### src/rtl/usr_pkg.sv
// Shared types and helpers for the universal shift register.
package usr_pkg;

    typedef enum logic [1:0] {
        USR_HOLD = 2'b00,
        USR_SHR  = 2'b01,
        USR_SHL  = 2'b10,
        USR_LOAD = 2'b11
    } usr_mode_t;

    typedef enum logic {
        DIR_R = 1'b0,
        DIR_L = 1'b1
    } usr_dir_t;

    // Bit-counter width able to hold 0..width.
    function automatic int unsigned usr_cnt_w(input int unsigned width);
        return $clog2(width + 1);
    endfunction

endpackage

### src/rtl/usr_param_if.sv
// Control, data and status bundle of the universal shift register.
interface usr_param_if #(
    parameter int unsigned WIDTH = 4
);
    import usr_pkg::*;

    localparam int unsigned CNT_W = usr_cnt_w(WIDTH);

    logic             en;
    logic             clr;
    usr_mode_t        mode;
    logic             sin_r;
    logic             sin_l;
    logic [WIDTH-1:0] pin;
    logic [WIDTH-1:0] q;
    logic             sout_r;
    logic             sout_l;
    logic [CNT_W-1:0] bit_cnt;
    logic             word_valid;

    // Driver side (link/datapath logic or bench).
    modport master (
        output en, clr, mode, sin_r, sin_l, pin,
        input  q, sout_r, sout_l, bit_cnt, word_valid
    );

    // Shift register side.
    modport slave (
        input  en, clr, mode, sin_r, sin_l, pin,
        output q, sout_r, sout_l, bit_cnt, word_valid
    );

endinterface

### src/rtl/usr_frame_ctr.sv
// Serial frame tracker: counts consecutive same-direction shifts and
// pulses word_valid when WIDTH of them have assembled a fresh word.
module usr_frame_ctr
    import usr_pkg::*;
#(
    parameter  int unsigned WIDTH = 4,
    localparam int unsigned CNT_W = usr_cnt_w(WIDTH)
) (
    input  logic             clk,
    input  logic             rst,
    input  logic             clr_i,
    input  logic             shift_i,
    input  usr_dir_t         dir_i,
    input  logic             load_i,
    output logic [CNT_W-1:0] bit_cnt_o,
    output logic             word_valid_o
);

    logic [CNT_W-1:0] cnt_q, cnt_d;
    usr_dir_t         dir_q, dir_d;
    logic             wv_q, wv_d;

    // Next count/direction; the pulse defaults low so it lasts one cycle.
    always_comb begin
        cnt_d = cnt_q;
        dir_d = dir_q;
        wv_d  = 1'b0;
        if (clr_i || load_i) begin
            cnt_d = '0;
        end else if (shift_i) begin
            if (dir_i != dir_q) begin
                // Direction change restarts the frame; this shift is bit one.
                cnt_d = CNT_W'(1);
                dir_d = dir_i;
            end else if (cnt_q == CNT_W'(WIDTH - 1)) begin
                cnt_d = '0;
                wv_d  = 1'b1;
            end else begin
                cnt_d = cnt_q + CNT_W'(1);
            end
        end
    end

    // Frame state registers; reset discards any partial frame.
    always_ff @(posedge clk or negedge rst) begin
        if (!rst) begin
            cnt_q <= '0;
            dir_q <= DIR_R;
            wv_q  <= 1'b0;
        end else begin
            cnt_q <= cnt_d;
            dir_q <= dir_d;
            wv_q  <= wv_d;
        end
    end

    assign bit_cnt_o    = cnt_q;
    assign word_valid_o = wv_q;

endmodule

### src/rtl/usr_param.sv
// Parametrised universal shift register (hold / shift right / shift left /
// parallel load) with serial frame tracking.
module usr_param
    import usr_pkg::*;
#(
    parameter int unsigned WIDTH = 4
) (
    input  logic        clk,
    input  logic        rst,
    usr_param_if.slave  bus
);

    logic [WIDTH-1:0] q_q, q_d;
    logic             shift_c;
    logic             load_c;
    usr_dir_t         dir_c;

    // Data mux with clr > enable > mode priority; also derives frame strobes.
    always_comb begin
        q_d     = q_q;
        shift_c = 1'b0;
        load_c  = 1'b0;
        dir_c   = DIR_R;
        if (bus.clr) begin
            q_d = '0;
        end else if (bus.en) begin
            case (bus.mode)
                USR_SHR: begin
                    q_d     = {bus.sin_r, q_q[WIDTH-1:1]};
                    shift_c = 1'b1;
                    dir_c   = DIR_R;
                end
                USR_SHL: begin
                    q_d     = {q_q[WIDTH-2:0], bus.sin_l};
                    shift_c = 1'b1;
                    dir_c   = DIR_L;
                end
                USR_LOAD: begin
                    q_d    = bus.pin;
                    load_c = 1'b1;
                end
                default: begin
                    q_d = q_q;
                end
            endcase
        end
    end

    // Data register.
    always_ff @(posedge clk or negedge rst) begin
        if (!rst) begin
            q_q <= '0;
        end else begin
            q_q <= q_d;
        end
    end

    usr_frame_ctr #(
        .WIDTH (WIDTH)
    ) u_frame_ctr (
        .clk          (clk),
        .rst          (rst),
        .clr_i        (bus.clr),
        .shift_i      (shift_c),
        .dir_i        (dir_c),
        .load_i       (load_c),
        .bit_cnt_o    (bus.bit_cnt),
        .word_valid_o (bus.word_valid)
    );

    assign bus.q      = q_q;
    assign bus.sout_r = q_q[0];
    assign bus.sout_l = q_q[WIDTH-1];

endmodule

### src/flat_wrapper.sv
// flat-port wrapper written by rule: the top's interface ports become plain ports
module usr_param_flat import usr_pkg::*;
#(
    parameter int unsigned WIDTH = 4
)
  (clk, rst, bus_en, bus_clr, bus_mode, bus_sin_r, bus_sin_l, bus_pin, bus_q, bus_sout_r, bus_sout_l, bus_bit_cnt, bus_word_valid);
  usr_param_if #(.WIDTH(WIDTH)) bus_i ();
  input  logic clk;
  input  logic rst;
  input wire logic [$bits(bus_i.en)-1:0] bus_en;
  input wire logic [$bits(bus_i.clr)-1:0] bus_clr;
  input wire logic [$bits(bus_i.mode)-1:0] bus_mode;
  input wire logic [$bits(bus_i.sin_r)-1:0] bus_sin_r;
  input wire logic [$bits(bus_i.sin_l)-1:0] bus_sin_l;
  input wire logic [$bits(bus_i.pin)-1:0] bus_pin;
  output wire logic [$bits(bus_i.q)-1:0] bus_q;
  output wire logic [$bits(bus_i.sout_r)-1:0] bus_sout_r;
  output wire logic [$bits(bus_i.sout_l)-1:0] bus_sout_l;
  output wire logic [$bits(bus_i.bit_cnt)-1:0] bus_bit_cnt;
  output wire logic [$bits(bus_i.word_valid)-1:0] bus_word_valid;
  assign bus_i.en = bus_en;
  assign bus_i.clr = bus_clr;
  assign bus_i.mode = bus_mode;
  assign bus_i.sin_r = bus_sin_r;
  assign bus_i.sin_l = bus_sin_l;
  assign bus_i.pin = bus_pin;
  assign bus_q = bus_i.q;
  assign bus_sout_r = bus_i.sout_r;
  assign bus_sout_l = bus_i.sout_l;
  assign bus_bit_cnt = bus_i.bit_cnt;
  assign bus_word_valid = bus_i.word_valid;
  usr_param #(.WIDTH(WIDTH)) u_core (.clk(clk), .rst(rst), .bus(bus_i));
endmodule
### config.mk
export PLATFORM = sky130hd
export DESIGN_NAME = usr_param_flat
export DESIGN_NICKNAME = d
export VERILOG_FILES = /design/src/rtl/usr_pkg.sv /design/src/rtl/usr_param_if.sv /design/src/rtl/usr_frame_ctr.sv /design/src/rtl/usr_param.sv /design/src/flat_wrapper.sv
export SDC_FILE = /design/constraint.sdc
export NUM_CORES = 1
export LEC_CHECK = 0
export CORE_AREA = 8 8 45 47
export DETAILED_ROUTE_END_ITERATION = 8
export DIE_AREA = 0 0 53 55
export GPL_ROUTABILITY_DRIVEN = 0
export PLACE_DENSITY = 0.84
export SLEW_MARGIN = 10
export SYNTH_ARGS = -nofsm -noshare
export SYNTH_HDL_FRONTEND = slang
export SYNTH_SLANG_ARGS = --single-unit
### constraint.sdc
create_clock -name clk -period 3.1 [get_ports clk]
set_input_delay 0.62 -clock clk [delete_from_list [all_inputs] [get_ports clk]]
set_output_delay 0.62 -clock clk [all_outputs]
set_load 0.1 [all_outputs]
==> metrics.cfg <==
[run_status]
status=completed

[place]
dp_hpwl_mm=1.137
post_dp_cell_area_sq_um=738.2
port_buffers=21
pre_cts_ws_ps=750.2

[routing]
drc=0
firstDrtPassIters=2
drt-initial-drc-count=5
via_count=507
drtAntennaViolNets=0
wl_mm=1.415
wire_per_inst_microns=15.22
routed_via_density=5.452

[sta]
skew_ps=1.352
hold_viol_final=0
rsz0062_at_grt=false
period_minus_slack_ps=2077
drv_slew=0
fin_crit_sh_pct=66.98
max_freq_mhz=481.6
tightestPinTransition_ps=426.0
finalSetupTns_ps=0
finalWorstSetupSlack_ps=1023
setup_viol=0
maxSlewHeadroom_pct=71.51

[die]
dieWidth_microns=53
ioPinCount=22
initial_core_util_pct=40.78
rows=14
die-area_sq_um=2915
core_sq_um=1384
die_h_microns=55

[synthesis]
ys_ff_latch=9
synthDistinctLibCells=26
synth_nets=72
synth.avg_cell_area_sq_um=10.08
yosys_warnings=0
syn-instance-count=56
yosysSeqAreaShare_pct=39.91
synth_area_sq_um=564.3

[final_layout]
final_common_cell=clkdlybuf4s50_1
antennaDiodeCount=0
nets=94
drive_gt1_share_pct=20.78
fill_cells=129
area_growth_pct=35.48
final_area_sq_um=764.5
final_cell_mix=11 x clkdlybuf4s50_1, 10 x buf_4, 9 x dfrtp_1

[clocking]
htreeDepth=1
numCtsBuffers=3
insertion_delay_ps=250
cts_tree=done
ctsHoldBuffers=0
cts.path.max_buffers=2
cts_setup_buffers=0
clock-sinks=9
cts_root_buffer=clkbuf_4
cts_resized=0
clkSlewWorstSetupHoldPaths_ps=60

[hold_path]
whs_path_depth=1
hold_class=flip-flop to flip-flop
holdPathEnd=u_core.u_frame_ctr.bit_cnt_o[2]$_DFFE_PN0P_
worstHoldStart=u_core.u_frame_ctr.bit_cnt_o[2]$_DFFE_PN0P_

[critical_path]
regToRegSetupSlack_ps=1980
reg2reg_depth=4
r2r_start=u_core.u_frame_ctr.bit_cnt_o[0]$_DFFE_PN0P_
worst-setup-path-type=input port to flip-flop
cp.arrival_ps=2220
cp-start-kind=input port
crit_fanout=10
end_kind=flip-flop
cp.required_ps=3250
r2r-end=u_core.u_frame_ctr.bit_cnt_o[0]$_DFFE_PN0P_

[power_and_ir_drop]
p_leak_nw=0.3603
power_density_nw_per_um2=462.9
ir_worst_vdd_mv=0.2227

[global_routing]
antenna_found_initial=0
grt_max_degree=11
grt_pass1_vias=525
grt.total_usage_pct=10.62
grt_pass1_wl_mm=2.304
grt_overflow=0

[run]
max_cap_viol_count=0

==> synthesized netlist by cell type <==
cell,count,area share (%)
a32o_1,1,1.8
a311oi_1,4,6.2
mux2_2,1,2.0
buf_4,2,2.7
nand2_1,5,3.3
buf_2,1,0.89
a31oi_1,1,1.1
and3_1,1,1.1
nand2b_1,1,1.1
nand3b_1,1,1.3
nor2_1,6,4.0
dfrtp_1,9,40
o31a_4,1,3.1
nor2b_1,1,1.1
buf_6,1,2.0
a21oi_1,2,1.8
or2b_1,1,1.3
ha_1,4,8.9
nor3_2,1,1.8
xnor2_1,1,1.6
a22o_1,1,1.6
xor2_1,1,1.6
o21ai_0,1,0.89
a22oi_1,4,5.3
inv_1,3,2.0
o311a_1,1,1.8
==> cell type report <==
class | instances | area, sq um | area share (%)
tap | 16 | 20.02 | 2.619
sequential | 9 | 225.2 | 29.46
clock buffer | 4 | 26.28 | 3.437
multi-input combinational | 40 | 296.5 | 38.79
inverter | 3 | 11.26 | 1.473
timing repair buffer | 21 | 185.2 | 24.22
==> metrics by stage <==
stage               utilization (%)  hold slack, ps  total power, mW  std cells
detailed placement            53.35           543.3           0.2675         89
finish                        55.24           547.4           0.3539         93
floorplan                         -           324.4           0.2318         56
CTS                           55.24           549.3           0.3583         93
global placement              53.35           535.6           0.2645         89
global route                  55.24           579.5           0.3724         93
==> cells by family (layout without fill, tap and decap cells) <==
logic type | after synthesis | after routing | synth area share, %
flops | 9 | 9 | 39.91
xor+xnor | 2 | 2 | 3.105
compound gates | 16 | 16 | 23.50
simple gates | 17 | 17 | 15.08
buf+inv | 7 | 28 | 7.537
fa+ha+maj | 4 | 4 | 8.870
mux | 1 | 1 | 1.995
==> registers in the layout, summed over array words and instances, names as in the netlist <==
register	count
u_core.u_frame_ctr.dir_q	1
u_core.u_frame_ctr.bit_cnt_o	3
u_core.u_frame_ctr.word_valid_o	1
u_core.bus.q	4
==> power breakdown <==
part,switching [mW],internal (mW),total [mW]
sequential,0.0112,0.126,0.137
combinational,0.0873,0.0411,0.128
clock,0.0392,0.0495,0.0887
total,0.138,0.216,0.354
==> critical path, cell delays in order <==
cell and delay (ps):
clkdlybuf4s50_1 510, inv_1 60, ha_1 320, nor2_1 310
nand2_1 90, a311oi_1 310
==> worst max path at each step <==
stage / startpoint / end / slack, ps / depth (start not counted)
after floorplan: u_core.bus.q[0]$_DFFE_PN0P_ / bus_q[0] / 1120 / 1
final: bus_mode[0] / u_core.bus.q[3]$_DFFE_PN0P_ / 1020 / 6
after global placement: bus_mode[0] / u_core.u_frame_ctr.dir_q$_DFFE_PN0P_ / 810 / 5
after detailed placement: bus_mode[0] / u_core.bus.q[3]$_DFFE_PN0P_ / 750 / 5
after CTS: bus_mode[0] / u_core.bus.q[3]$_DFFE_PN0P_ / 1020 / 6
after global routing: bus_mode[0] / u_core.bus.q[3]$_DFFE_PN0P_ / 880 / 6
==> routing by layer <==
layer / GRT usage [%] / wire length, microns / up-vias
met5: 0 / 0 / -
met4: 6.466 / 29 / 0
met3: 3.476 / 86 / 2
met2: 17.38 / 719 / 13
met1: 11.78 / 579 / 246
li1: - / - / 246
Power figures use the tool's default switching activity.
